### config.mk
export PLATFORM = sky130hd
export DESIGN_NAME = instr_fetch
export DESIGN_NICKNAME = d
export VERILOG_FILES = /design/src/rtl/instr_fetch.sv
export SDC_FILE = /design/constraint.sdc
export NUM_CORES = 1
export LEC_CHECK = 0
export CAP_MARGIN = 0
export CELL_PAD_IN_SITES_DETAIL_PLACEMENT = 1
export CELL_PAD_IN_SITES_GLOBAL_PLACEMENT = 2
export CORE_MARGIN = 10
export CORE_UTILIZATION = 24
export DETAILED_ROUTE_END_ITERATION = 12
export GPL_TIMING_DRIVEN = 0
export MAX_ROUTING_LAYER = met4
export PLACE_DENSITY = 0.86
export SLEW_MARGIN = 20
export SYNTH_ARGS = -nofsm -noshare
export SYNTH_HDL_FRONTEND = slang
export SYNTH_SLANG_ARGS = --single-unit
### constraint.sdc
create_clock -name CLK -period 1.7 [get_ports CLK]
set_input_delay 0.34 -clock CLK [delete_from_list [all_inputs] [get_ports CLK]]
set_output_delay 0.34 -clock CLK [all_outputs]
set_load 0.05 [all_outputs]
### src/rtl/instr_fetch.sv
// instr_fetch: instruction-fetch sequencer for the toy processor.
// Reads the external program counter, fetches the instruction at that
// address over a req/ack memory handshake, and latches it into IR.
// It then steers the counter (Load = jump, count = increment) and offers
// the instruction to decode over a valid/ready handshake.
// HALT parks the sequencer until Run drops; it is never issued to decode.

module instr_fetch #(
  parameter int          INSTR_W = 16,
  parameter int          ADDR_W  = 8,
  parameter logic [3:0]  OP_JZ   = 4'hD,
  parameter logic [3:0]  OP_JMP  = 4'hE,
  parameter logic [3:0]  OP_HALT = 4'hF
) (
  input  logic               CLK,
  input  logic               Reset,
  input  logic               Run,
  input  logic [ADDR_W-1:0]  PC,
  input  logic               Zero,
  output logic               Mem_req,
  output logic [ADDR_W-1:0]  Mem_addr,
  input  logic               Mem_ack,
  input  logic [INSTR_W-1:0] Mem_data,
  output logic [ADDR_W-1:0]  Count_in,
  output logic               Load,
  output logic               count,
  output logic [INSTR_W-1:0] Instr,
  output logic               Instr_valid,
  input  logic               Instr_ready,
  output logic               Halt
);

  typedef enum logic [2:0] {
    S_IDLE,
    S_FETCH,
    S_DECODE,
    S_ISSUE,
    S_HALTED
  } state_e;

  state_e             state_q;
  logic [INSTR_W-1:0] ir_q;
  logic [ADDR_W-1:0]  mem_addr_q;
  logic               mem_req_q;
  logic               instr_valid_q;
  logic               halt_q;

  logic [3:0]         opcode;
  logic               is_halt;
  logic               take_jump;
  logic               load_d;
  logic               count_d;

  assign opcode = ir_q[INSTR_W-1 -: 4];

  // Decode the latched instruction; Zero is sampled live during DECODE, so
  // the counter strobes are combinational rather than registered.
  always_comb begin
    // NOTE: every signal gets a default here so no path leaves one
    // unassigned, which would otherwise infer a latch.
    is_halt   = 1'b0;
    take_jump = 1'b0;
    load_d    = 1'b0;
    count_d   = 1'b0;
    if (opcode == OP_HALT) begin
      is_halt = 1'b1;
    end else if ((opcode == OP_JMP) || ((opcode == OP_JZ) && Zero)) begin
      take_jump = 1'b1;
    end
    if (state_q == S_DECODE) begin
      load_d  = take_jump;
      count_d = !is_halt && !take_jump;
    end
  end

  // Sequencer state and registered handshake outputs.
  always_ff @(posedge CLK or negedge Reset) begin
    if (!Reset) begin
      // NOTE: IR is a single architectural register, not a memory array; it
      // is reset because Instr and Count_in are visible straight out of it.
      state_q       <= S_IDLE;
      ir_q          <= '0;
      mem_addr_q    <= '0;
      mem_req_q     <= 1'b0;
      instr_valid_q <= 1'b0;
      halt_q        <= 1'b0;
    end else begin
      // NOTE: non-blocking assignments throughout, so every branch reads the
      // pre-edge values and the update order inside this block is irrelevant.
      case (state_q)
        S_IDLE: begin
          if (Run) begin
            state_q    <= S_FETCH;
            mem_addr_q <= PC;
            mem_req_q  <= 1'b1;
          end
        end

        S_FETCH: begin
          // Run is deliberately ignored here: a started fetch completes.
          if (Mem_ack) begin
            ir_q      <= Mem_data;
            mem_req_q <= 1'b0;
            state_q   <= S_DECODE;
          end
        end

        S_DECODE: begin
          if (is_halt) begin
            halt_q  <= 1'b1;
            state_q <= S_HALTED;
          end else begin
            instr_valid_q <= 1'b1;
            state_q       <= S_ISSUE;
          end
        end

        S_ISSUE: begin
          if (Instr_ready) begin
            instr_valid_q <= 1'b0;
            if (Run) begin
              // The counter already moved at the end of DECODE, so PC here
              // is the address of the next instruction.
              state_q    <= S_FETCH;
              mem_addr_q <= PC;
              mem_req_q  <= 1'b1;
            end else begin
              state_q <= S_IDLE;
            end
          end
        end

        S_HALTED: begin
          // Leaving HALTED needs Run low first, so a held Run cannot refetch
          // the HALT in a tight loop.
          if (!Run) begin
            halt_q  <= 1'b0;
            state_q <= S_IDLE;
          end
        end

        default: begin
          state_q       <= S_IDLE;
          mem_req_q     <= 1'b0;
          instr_valid_q <= 1'b0;
          halt_q        <= 1'b0;
        end
      endcase
    end
  end

  assign Mem_req     = mem_req_q;
  assign Mem_addr    = mem_addr_q;
  assign Count_in    = ir_q[ADDR_W-1:0];
  assign Load        = load_d;
  assign count       = count_d;
  assign Instr       = ir_q;
  assign Instr_valid = instr_valid_q;
  assign Halt        = halt_q;

endmodule
* Word level (Yosys, flattened, before mapping)
Cells that the tools add are included. W data, S select, Z words.
Word-level totals: register bits after elaboration 30, latch bits 0, memory bits (writable) 0, memory bits (read-only) 0, input port bits 30, output and inout port bits 37, memories kept 0
Operators by class: add/sub/neg operators 0, multipliers 0, divide/modulo/power cells 0, $lt $le $gt $ge 0, eq/ne operators 13, shift operators 0, multiplexer cells 25, bitwise logic cells 3, reduce and logical (&&, ||, !) cells 16
Operator list (number):
- $mux W8 | 2
- $pmux W8 S2 | 1
- $mux W3 | 5
- $pmux W3 S5 | 1
- $mux W1 | 13
- $eq A4 B4 Y1 const B | 3
- $ne A2 B2 Y1 const B | 6
- $reduce_and A3 Y1 | 3
- $eq A3 B2 Y1 const B | 2
- $pmux W1 S3 | 2
- $reduce_or A3 Y1 | 2
- $pmux W1 S4 | 1
- $reduce_and A2 Y1 | 2
- $reduce_and A4 Y1 | 1
- $eq A3 B1 Y1 const B | 1
- $eq A3 B3 Y1 const B | 1
- $logic_not A3 Y1 | 1
- $not A1 Y1 | 3
- $logic_and A1 B1 Y1 | 2
- $logic_not A1 Y1 | 2
- $reduce_bool A2 Y1 | 1
- $reduce_or A2 Y1 | 1
- $logic_or A1 B1 Y1 | 1

* Depth between registers and ports, before layout
depth in word-level cells 8, depth in mapped cells 5, depth with buffers taken out 3

* Worst setup path before layout
No wires, ideal clock.
path kind flip-flop to output port, start point reg ir_q[13], in the netlist Instr[13], end point out Load, data arrival time 2.208 ns, data required time 1.360 ns, slack -0.848 ns, stages on the path, launching flop included 3, path buffers 0, cell sequence dfrtp_1 -> mux2_2 -> nor3b_1
Between the ends: word-level cells in the longest chain between the ends 6, elaborated cells on any way between the ends 8, classes of those cells eq/ne (3); mux (3); reduce/logical (2)
Ends and longest elaborated chain:
- start: declaration | RTL line 42 | logic [INSTR_W-1:0] ir_q;
- start signal: assignment | RTL line 102 | ir_q <= Mem_data;
- $eq A4 B4 Y1 | RTL line 67 | end else if ((opcode == OP_JMP) || ((opcode == OP_JZ) && Zero)) begin
- $logic_and A1 B1 Y1 | RTL line 67
- $logic_or A1 B1 Y1 | RTL line 67
- $mux W1 | RTL line 67
- $mux W1 * | RTL line 65 | if (opcode == OP_HALT) begin
- $mux W1 * | RTL line 70 | if (state_q == S_DECODE) begin
- end: declaration | RTL line 25 | output logic Load,
Mark *: on every way between the ends. The rest lies on a longest branch, timed or not.

* Final worst setup path
start point reg state_q[2], end point out Load
Between the ends: word-level cells in the longest chain between the ends 2
Ends and longest elaborated chain:
- start: declaration | RTL line 41 | state_e state_q;
- start signal: assignment | RTL line 81 | state_q <= S_IDLE;
- start signal: assignment | RTL line 93 | state_q <= S_FETCH;
- start signal: assignment | RTL line 104 | state_q <= S_DECODE;
- $eq A3 B2 Y1 | RTL line 70
- $mux W1 | RTL line 70
No other way between the ends.

==> impl_metrics.json <==
{
  "die-area_sq_um": 9676,
  "syn_inst": 134,
  "setup_viol": 1,
  "dr.pass1.iters": 5,
  "hold_path_class": "primary input to asynchronous set/reset pin",
  "worstRegToRegCells": 6,
  "layout.area.seq_sq_um": 753.2,
  "drtIter0Drc": 38,
  "fin_skew_ns": 0.007818,
  "htreeDepth": 2,
  "grt_start_max_net_pins": 31,
  "grt_overflow": 0,
  "max_freq_mhz": 564.4,
  "synth_top_area_share_pct": 50.93,
  "hpwl_microns": 3431,
  "core_area_sq_um": 5956,
  "cts.sinks": 30,
  "rows": 28,
  "crit_arrival_ns": 1.43,
  "end_kind": "output port",
  "setup_ws_ns": -0.07164,
  "routedWlPerCell_microns": 15.98,
  "crit_slowest_cell": "dfrtp_1",
  "place_congestion": 0.7361,
  "ff2ff_setup_slack_ns": 0.21,
  "ys_types": 26,
  "ir_worst_vdd_v": 0.0009302,
  "n_fill_cell": 688,
  "worstPathCellList": "buf_6, nor3b_4, nor3b_4, buf_6",
  "syn_area_per_cell_sq_um": 11.00,
  "slew_violations": 0,
  "syn-cell-area_sq_um": 1474,
  "clk_latency_ns": 0.28,
  "path_class": "register to output port",
  "regToRegEndpoint": "Mem_addr[2]$_DFFE_PN0P_",
  "status": "finished, violations left",
  "ctsHoldBuffers": 0,
  "finalCritPeriodShare_pct": 104.2,
  "antennaDiodeCount": 0,
  "drc": 0,
  "numCtsBuffers": 5,
  "initial_core_util_pct": 24.75,
  "path_depth": 4,
  "ios": 67,
  "drive_gt1_share_pct": 27.06,
  "critPathTopFamily": "simple AND/OR/NAND/NOR gates",
  "cp_slowest_stage_delay_ns": 0.40,
  "port-buffer-count": 66,
  "cts.clk_slew.worst_paths_ns": 0.07,
  "ys_seq_elements": 30,
  "die_w_microns": 98.37,
  "yosysSeqAreaShare_pct": 50.93,
  "die_y_microns": 98.37,
  "r2r_start": "state_q[2]$_DFFE_PN0P_",
  "p_leak_uw": 0.001091,
  "worst_pin_slew_ns": 0.5168,
  "synth_top_area_cell": "dfrtp_1",
  "finalWorstPathRequiredPeriod_ns": 1.772,
  "rsz0062_at_grt": "yes",
  "startpoint_type": "register",
  "crit_buf_inv": 2,
  "syn_to_final_growth_pct": 63.41,
  "grt_usage_pct": 9.690,
  "holdWs_ns": 0.002404,
  "routed_wl_microns": 4682,
  "synth_area_leaders": "dfrtp_1, mux2_2, nand3b_1",
  "yosysWarnings": 0,
  "cts_tree": "built",
  "cts-root-buf": "clkbuf_8",
  "hold_viol": 0,
  "clockBufferDepth": 2,
  "vias_per_cell": 4.573,
  "fin_util_pct": 40.44,
  "nNetsFinal": 247,
  "slew_headroom_pct": 65.69,
  "antenna_found_initial": 0,
  "syn-num-nets": 164,
  "cp_max_fo": 3,
  "drv_cap": 0,
  "multiInputGateArea_sq_um": 631.9,
  "grt_first_pass_wirelength_microns": 7472,
  "violations": "setup timing",
  "antenna_left": 0,
  "worst_ep_required_time_ns": 1.36,
  "p_per_area_nw_per_um2": 2232,
  "first_global_vias": 1450,
  "vias": 1340
}
==> worst register-to-register path: stages (launching register included) <==
cell and delay (ns):
dfrtp_1 0.40, buf_6 0.13, buf_4 0.15, nor2b_1 0.10
clkbuf_1 0.39, nor2_1 0.08, a21oi_1 0.16
==> final cells by class <==
type	instances	share of cell area, %
clock buffers	7	3.584
inverters	1	0.1558
well taps	75	3.896
repair buffers	76	29.30
plain buffers	16	5.351
multi-input cells	87	26.23
clock inverters	1	0.2078
flip-flops and latches	30	31.27
==> per-layer routing <==
metal	track usage, %	up-vias	wire length [microns]
li1	-	634	-
met1	10.90	652	2066
met2	16.04	52	2292
met3	3.453	2	311
met4	2.315	0	11
met5	-	-	0
==> flip-flops by register name, summed over array words and instances, names as in the netlist <==
register	count
Instr_valid	1
Instr	16
Mem_req	1
state_q	3
Halt	1
Mem_addr	8
==> report_power, final <==
group,total (uW),switching [uW],internal [uW],leakage (uW)
Sequential,1290,232,1050,0.000359
Clock,596,270,326,0.0000482
Combinational,3490,2270,1230,0.000683
Total,5370,2770,2610,0.00109
==> timing repair <==
item | in CTS | in global routing
resized for setup | 54 | 3
pin swaps | 2 | 2
endpoints found under the setup margin | 46 | 7
buffers inserted | 6 | 3
cloned | 0 | 0
==> cell usage after synthesis (all sizes together) <==
cell / n
clkbuf: 2
a31oi: 1
and3: 2
inv: 1
nor2b: 2
o21ai: 4
nor3: 1
buf: 14
dfrtp: 30
nand2b: 2
nor3b: 2
a21oi: 12
mux2: 17
o21a: 1
and4: 1
mux2i: 1
nand2: 7
o22ai: 8
a31o: 1
nand3: 4
a32oi: 1
nand3b: 11
nor2: 9
==> through the flow <==
stage	std cells	cell area (sq um)	TNS [ns]	worst slack [ns]	total power, uW
CTS	290	2380	-0.1692	-0.1692	5432
global route	293	2409	-0.2141	-0.1458	5710
finish	293	2409	-0.07164	-0.07164	5375
global placement	275	2251	-16.64	-0.7788	4922
detailed placement	276	2266	-5.898	-0.8017	4989
floorplan	134	1496	-0.01255	-0.01255	3789
==> logic make-up after synthesis <==
family,after synthesis,share of synthesized area (%)
compound gates,28,10.95
buf+inv,17,8.148
simple gates,41,16.30
mux,18,13.67
flops,30,50.93
==> worst max path at each step <==
stage                            from  endpoint  slack [ns]
2_1_floorplan   Instr[12]$_DFFE_PN0P_      Load       -0.01
3_3_place_gp                     Zero      Load       -0.78
3_5_place_dp                     Zero      Load       -0.80
4_1_cts                          Zero      Load       -0.17
5_1_grt        state_q[2]$_DFFE_PN0P_      Load       -0.15
6_report       state_q[2]$_DFFE_PN0P_      Load       -0.07
==> placed cells by master, fill, tap and decap left out, drive strengths merged, types with 2 or more instances in the layout <==
cell type      synthesis  routed
clkbuf                 2       9
dfrtp                 30      30
nor3b                  2       2
buf                   14      27
nand3b                11      11
o22ai                  8       8
and3                   2       2
nor2b                  2       2
mux2                  17      17
o21ai                  4       4
nand3                  4       4
dlygate4sd2            0      34
nand2b                 2       2
nor2                   9       9
nand2                  7       7
clkdlybuf4s50          0      27
a21oi                 12      12
(Power assumes the default switching activity.)
